==> src/rtl/clk_div_ctrl_pkg.sv <==
// Shared types and helpers for the clk_div_ctrl runtime-programmable clock divider.
package clk_div_ctrl_pkg;

  typedef enum logic [1:0] {
    ST_IDLE  = 2'd0,
    ST_RUN   = 2'd1,
    ST_DRAIN = 2'd2
  } state_e;

  localparam int DIV_MIN = 2;

  // Ratios below DIV_MIN cannot form a high and a low phase, so they are raised to DIV_MIN.
  function automatic logic [31:0] clamp_div(input logic [31:0] n);
    return (n < 32'(DIV_MIN)) ? 32'(DIV_MIN) : n;
  endfunction

endpackage

==> src/rtl/clk_div_period_cnt.sv <==
// Period position counter for clk_div_ctrl: end-of-period detect, next count and high-phase compare.
module clk_div_period_cnt #(
  parameter int DIV_W = 12
) (
  input  logic [DIV_W-1:0] cnt,
  input  logic [DIV_W-1:0] n,
  input  logic             enable,
  output logic             last,
  output logic             high_nxt,
  output logic [DIV_W-1:0] cnt_nxt
);

  assign last     = enable && (cnt == (n - DIV_W'(1)));
  assign cnt_nxt  = (enable && !last) ? (cnt + DIV_W'(1)) : '0;
  // High phase covers the first floor(N/2) counts of each period.
  assign high_nxt = (cnt_nxt < (n >> 1));

endmodule

==> src/rtl/clk_div_ctrl.sv <==
// Runtime-programmable clock divider: div_clk/div_tick from clk, ratio via a valid/ready config port.
// Optional tick counter (cnt_clr, tick_cnt) is built when CLK_DIV_CTRL_CNT_EN is defined.
module clk_div_ctrl
  import clk_div_ctrl_pkg::*;
#(
  parameter int DIV_W   = 12,
  parameter int DEF_DIV = 2048
) (
  input  logic             clk,
  input  logic             rst_n,
`ifdef CLK_DIV_CTRL_CNT_EN
  input  logic             cnt_clr,
  output logic [31:0]      tick_cnt,
`endif
  input  logic             run_en,
  input  logic             cfg_valid,
  input  logic [DIV_W-1:0] cfg_div,
  output logic             cfg_ready,
  output logic             div_clk,
  output logic             div_tick,
  output logic [DIV_W-1:0] cur_div,
  output logic             active
);

  localparam logic [DIV_W-1:0] DEF_N = DIV_W'(clamp_div(32'(DIV_W'(DEF_DIV))));

  state_e           state_q, state_d;
  logic [DIV_W-1:0] cnt_q, cnt_d;
  logic             div_clk_q, div_clk_d;
  logic             div_tick_q, div_tick_d;
  logic [DIV_W-1:0] cur_div_q, cur_div_d;
  logic [DIV_W-1:0] pend_div_q, pend_div_d;
  logic             pend_vld_q, pend_vld_d;

  logic             last;
  logic             high_nxt;
  logic [DIV_W-1:0] cnt_nxt;
  logic             accept;
  logic             apply;

  clk_div_period_cnt #(
    .DIV_W (DIV_W)
  ) u_period_cnt (
    .cnt      (cnt_q),
    .n        (cur_div_q),
    .enable   (state_q != ST_IDLE),
    .last     (last),
    .high_nxt (high_nxt),
    .cnt_nxt  (cnt_nxt)
  );

  // Config port: a transfer happens on cfg_valid && cfg_ready, and cfg_ready is low while a
  // ratio is pending, so at most one is held. A pending ratio is applied while idle or on the
  // last cycle of a period, which keeps accept and apply in different cycles.
  always_comb begin
    accept     = cfg_valid && !pend_vld_q;
    apply      = pend_vld_q && ((state_q == ST_IDLE) || last);
    pend_div_d = pend_div_q;
    pend_vld_d = pend_vld_q;
    cur_div_d  = cur_div_q;
    if (apply) begin
      cur_div_d  = pend_div_q;
      pend_vld_d = 1'b0;
    end else if (accept) begin
      pend_div_d = DIV_W'(clamp_div(32'(cfg_div)));
      pend_vld_d = 1'b1;
    end
  end

  always_comb begin
    state_d    = state_q;
    cnt_d      = cnt_nxt;
    div_clk_d  = high_nxt;
    div_tick_d = last;
    case (state_q)
      ST_IDLE: begin
        div_clk_d  = run_en;
        div_tick_d = run_en;
        if (run_en) state_d = ST_RUN;
      end
      default: begin
        // Stopping only happens at the period boundary; a stop there ends with div_clk low.
        if (run_en) begin
          state_d = ST_RUN;
        end else if (last) begin
          state_d    = ST_IDLE;
          cnt_d      = '0;
          div_clk_d  = 1'b0;
          div_tick_d = 1'b0;
        end else begin
          state_d = ST_DRAIN;
        end
      end
    endcase
  end

  always_ff @(posedge clk or negedge rst_n) begin
    if (!rst_n) begin
      state_q    <= ST_IDLE;
      cnt_q      <= '0;
      div_clk_q  <= 1'b0;
      div_tick_q <= 1'b0;
      cur_div_q  <= DEF_N;
      pend_div_q <= DEF_N;
      pend_vld_q <= 1'b0;
    end else begin
      state_q    <= state_d;
      cnt_q      <= cnt_d;
      div_clk_q  <= div_clk_d;
      div_tick_q <= div_tick_d;
      cur_div_q  <= cur_div_d;
      pend_div_q <= pend_div_d;
      pend_vld_q <= pend_vld_d;
    end
  end

  assign cfg_ready = !pend_vld_q;
  assign div_clk   = div_clk_q;
  assign div_tick  = div_tick_q;
  assign cur_div   = cur_div_q;
  assign active    = (state_q != ST_IDLE);

`ifdef CLK_DIV_CTRL_CNT_EN
  logic [31:0] tick_cnt_q, tick_cnt_d;

  always_comb begin
    tick_cnt_d = tick_cnt_q;
    if (cnt_clr) tick_cnt_d = '0;
    else if (div_tick_q) tick_cnt_d = tick_cnt_q + 32'd1;
  end

  always_ff @(posedge clk or negedge rst_n) begin
    if (!rst_n) tick_cnt_q <= '0;
    else        tick_cnt_q <= tick_cnt_d;
  end

  assign tick_cnt = tick_cnt_q;
`endif

endmodule

==> config.mk <==
export PLATFORM = sky130hd
export DESIGN_NAME = clk_div_ctrl
export DESIGN_NICKNAME = d
export VERILOG_FILES = /design/src/rtl/clk_div_ctrl_pkg.sv /design/src/rtl/clk_div_period_cnt.sv /design/src/rtl/clk_div_ctrl.sv
export SDC_FILE = /design/constraint.sdc
export NUM_CORES = 1
export LEC_CHECK = 0
export CORE_UTILIZATION = 50
export DETAILED_ROUTE_END_ITERATION = 8
export PLACE_DENSITY = 0.76
export SYNTH_ARGS = -nofsm -noshare
export SYNTH_HDL_FRONTEND = slang
export SYNTH_SLANG_ARGS = --single-unit
==> constraint.sdc <==
create_clock -name clk -period 3.61 [get_ports clk]
set_input_delay 0.5415 -clock clk [delete_from_list [all_inputs] [get_ports clk]]
set_output_delay 0.5415 -clock clk [all_outputs]
set_load 0.01 [all_outputs]
# Word level (Yosys, flattened, before mapping)
# Cells that the tools add are included.
# totals
register_bits	41
inputBits	16
wordCells	41
# classes
n_reduce_logical	11
bitwise	1
mux	16
n_eq_ne	2
order_cmp	2
n_addsub	2
# ops
op	n
two-way mux 12 bit	5
adder 12 x 1 -> 12 bit, second input constant	1
== test 12 bit	1
< comparator 12 x 11 -> 1 bit	1
< comparator 12 x 2 -> 1 bit, second input constant	1
subtractor 12 x 1 -> 12 bit, second input constant	1
two-way mux 2 bit	4
two-way mux 1 bit	7
logical AND 1 bit	4
nonzero test 2 bit	2
zero test 1 bit	2
zero test 2 bit	1
!= test 2 bit, second input constant	1
AND reduction 2 bit	1
logical OR 1 bit	1
NOT 1 bit	1

# Logic depth before layout (Yosys ltp)
# depth
depth_word	10
mapped_depth	17
mapped_depth_nobuf	16

# By module
# From an unflattened synthesis, not the netlist that was laid out.
# hier_totals
cells_unflattened	234
hier_area_um2	2575.0
# modules_own_cells
mod	area_per_inst_um2	seq_area_each_um2	n_inst	cells_each
clk_div_ctrl	1554.0	1028.5	1	98
clk_div_period_cnt	1021.0	0.0	1	136

# Worst setup path after synthesis
# OpenSTA, ideal clock, no wires.
# synth_timing
kind	register to register
from	reg cur_div_q[0], in the netlist cur_div[0]
to	reg div_clk_q, in the netlist div_clk
required_ns	3.477
setup_time_ns	0.133
arrival_time_ns	3.890
setup_slack_ns	-0.414
stages_incl_launch_ff	17
path_cell_list	dfrtp_1 inv_1 ha_1 nor3b_1 a22oi_1 a2111oi_2 a31oi_1 a311oi_4 clkbuf_1 nor2_1 ha_1 and3_1 nand3_1 or3_1 o21a_1 a22oi_1 o211ai_1
# synth_via
elab_chain_cells	10
# synth_lines
item	line_no	rtl
start: declaration	clk_div_ctrl.sv:31	logic [DIV_W-1:0] cur_div_q, cur_div_d;
start signal: assignment	clk_div_ctrl.sv:111	cur_div_q <= cur_div_d;
subtractor 12 x 1 -> 12 bit *	clk_div_period_cnt.sv:13	assign last = enable && (cnt == (n - DIV_W'(1)));
== test 12 bit *	clk_div_period_cnt.sv:13	
logical AND 1 bit *	clk_div_period_cnt.sv:13	
zero test 1 bit	clk_div_period_cnt.sv:14	assign cnt_nxt = (enable && !last) ? (cnt + DIV_W'(1)) : '0;
logical AND 1 bit	clk_div_period_cnt.sv:14	
two-way mux 12 bit	clk_div_period_cnt.sv:14	
< comparator 12 x 11 -> 1 bit	clk_div_period_cnt.sv:16	assign high_nxt = (cnt_nxt < (n >> 1));
two-way mux 1 bit	clk_div_ctrl.sv:85	end else if (last) begin
two-way mux 1 bit *	clk_div_ctrl.sv:83	if (run_en) begin
two-way mux 1 bit *	clk_div_ctrl.sv:75	case (state_q)
named net div_clk_d	clk_div_ctrl.sv:29	logic div_clk_q, div_clk_d;
end signal: assignment	clk_div_ctrl.sv:109	div_clk_q <= div_clk_d;
end: declaration	clk_div_ctrl.sv:29	
# Mark *: on every way through the listed nets, which the timed path passes. The rest lies on a longest branch.
# A chain may end at the register's enable or synchronous reset.

# Worst setup path in the final report
# Ends and elaborated chain as after synthesis.

==> results_dict.tcl <==
set metrics [dict create \
    status "completed" \
    critical_path_depth 14 \
    synth-main-ff-cell "dfrtp_1" \
    cts.sinks 41 \
    clk_pin_slew_ns 0.08 \
    setup_slack_ns 0.0214 \
    tritoncts "done" \
    period_share 0.994 \
    antenna_left 0 \
    critical_path.top_delay_family "compound AO/OA/AOI/OAI gates" \
    setup_viol 0 \
    cts_max_level 2 \
    r2r_end "div_clk" \
    regToRegSetupSlack_ns 0.02 \
    critPathLaunch "cur_div[0]" \
    dp_hpwl_um 4100 \
    vias 2034 \
    fin_nets 327 \
    cts_made_buffers 5 \
    cp.required_ns 3.78 \
    drtIter0Drc 139 \
    worstPathCellList "or4_4 -> o211a_1 -> a2111oi_2 -> a31oi_1 -> a311oi_4 -> buf_12 -> nor2_2 -> ha_1 -> and3_4 -> nand3_2 -> or3_1 -> o21a_1 -> a32oi_1 -> o211ai_1" \
    critPathArrivalTime_ns 3.76 \
    syn-instance-count 244 \
    period_needed_ns 3.59 \
    worst_slew_margin_rel 0.409 \
    ioPinCount 32 \
    place_congestion 0.851 \
    endpoint_kind "flop" \
    layout_commonest_cell "dfrtp_1" \
    synth-async-reset-ratio 1.00 \
    drt-wirelength-per-cell_um 15.3 \
    yosys_warnings 0 \
    crit_type "reg2reg" \
    fmax_mhz 279 \
    synth_seq_cells 41 \
    core_um2 4750 \
    cap_violations 0 \
    crit_end "div_clk" \
    netlist_area_um2 2480 \
    grt_max_degree 42 \
    maxSlewViolCount 0 \
    die_h_um 72.4 \
    grt_use_total 0.231 \
    synth_top_area_frac 0.393 \
    yosysTopAreaCell "dfrtp_1" \
    fp-row-count 25 \
    finalSetupTns_ns 0 \
    power.leakage_nw 1.47 \
    vias_per_cell 5.54 \
    grt_pass1_wl_um 9230 \
    final_util 0.678 \
    drc 0 \
    die_x_um 72.4 \
    critical_path.max_stage_delay_ns 0.57 \
    slowest_stage "or4_4" \
    clock_skew_ns 0.00750 \
    synth_cell_type_count 48 \
    dr.pass1.iters 4 \
    whs_ns 0.361 \
    path_buf_inv 1 \
    r2r_cells 14 \
    vdd_drop_max_mv 0.464 \
    yosys-top-cells-area "dfrtp_1, mux2_2, ha_1, nor2_1, mux2_4" \
    clockBufferDepth 2 \
    dieArea_um2 5250 \
    holdCritPathClass "in2async" \
    insertion_delay_ns 0.30 \
    worstMarginPinSlew_ns 0.887 \
    post-place-ws_ns -0.00106 \
    r2r-start "cur_div[0]" \
    rsz0062_at_grt "yes" \
    drive_gt1_frac 0.243 \
    syn_area_per_cell_um2 10.2 \
    grt_antenna_before_repair 0 \
    hold_buffers 0 \
    cp-start-kind "flop" \
    antennaDiodeCount 0 \
    grt_pass1_vias 1995 \
    cts_root_buffer "clkbuf_8" \
    cp_max_fo 7 \
    area_growth_pct 30.0 \
    synth_nets 272 \
    port_buffers 31 \
    powerDensity_nw_per_um2 846 \
    yosysSeqAreaShare 0.415 \
    hold_viol 0 \
    initial_utilization 0.522 \
    nFillCells 381 \
    synth-edff-count 0 \
    final_cell_mix "dfrtp_1, nor2_1, clkdlybuf4s50_1, inv_1, buf_4" \
    totalWireLength_um 5610 \
    grt-ovfl-total 0 \
]
-- cell type report --
cell class / instances / area, µm² / share of cell area
flip-flops and latches: 41 / 1030 / 0.320
inverters: 21 / 78.8 / 0.0244
clock buffers: 6 / 72.6 / 0.0225
repair buffers: 55 / 527 / 0.163
clock inverters: 2 / 35.0 / 0.0109
multi-input cells: 175 / 1400 / 0.433
well taps: 67 / 83.8 / 0.0260
-- through the flow --
step / cells / total power, mW / area (µm²)
floorplan: 244 / 1.71 / 2500
global placement: 349 / 2.17 / 2970
detailed placement: 349 / 2.22 / 2970
CTS: 365 / 2.68 / 3180
global route: 367 / 2.92 / 3220
finish: 367 / 2.73 / 3220
-- synthesized netlist by cell type, drive strengths merged, types with 3 or more instances --
| cell type | instances |
|---|---|
| ha | 12 |
| and2 | 3 |
| mux2 | 22 |
| nor3b | 3 |
| o21ai | 5 |
| nand2 | 10 |
| nand3 | 8 |
| o211ai | 3 |
| nor3 | 3 |
| nand4 | 4 |
| nor2 | 35 |
| a21oi | 3 |
| xor2 | 7 |
| and3 | 3 |
| a211oi | 4 |
| a21o | 3 |
| nor4 | 6 |
| dfrtp | 39 |
| xnor2 | 13 |
| inv | 21 |
| a22oi | 3 |
| clkbuf | 6 |
-- report_power, final --
group | switching [mW] | total, mW | internal (mW)
logic | 0.692 | 1.52 | 0.830
clock network | 0.159 | 0.364 | 0.205
registers | 0.189 | 0.842 | 0.652
total | 1.04 | 2.73 | 1.69
-- flip-flops by register name, summed over array words and instances (netlist names) --
name and flops:
cnt_q 12, pend_vld_q 1, cur_div 12, pend_div_q 12
div_clk 1, state_q 2, div_tick 1
-- cell families after synthesis --
family,Yosys count,synth area share
XOR/XNOR,21,0.0797
AND/OR/NAND/NOR,85,0.176
AO/OA/AOI/OAI,34,0.108
multiplexers,23,0.116
adder cells (fa/ha/maj),12,0.0605
buffers and inverters,28,0.0454
flip-flops,41,0.415
-- how the worst min path moves through the flow --
stage | to | slack [ns] | depth (start not counted)
2_1_floorplan | cnt_q[0] | 0.25 | 0
3_3_place_gp | cur_div[6] | 0.48 | 1
3_5_place_dp | cur_div[9] | 0.49 | 1
4_1_cts | cur_div[3] | 0.40 | 1
5_1_grt | div_clk | 0.46 | 1
6_report | div_clk | 0.36 | 1
-- layer usage --
layer  global-route usage  wire length (µm)  share of wire
met3               0.0500               242          0.043
met4               0.0784                46         0.0082
met5                    0                 0              0
met1                0.285              2460           0.44
met2                0.401              2860           0.51
-- repair_timing --
action                     CTS  global route
cloned                       1             0
setup endpoints to repair    1             1
resized for setup            5             7
pin swaps                    5             8
buffers inserted             7             2
No activity file was read; power rests on OpenSTA's default activity.
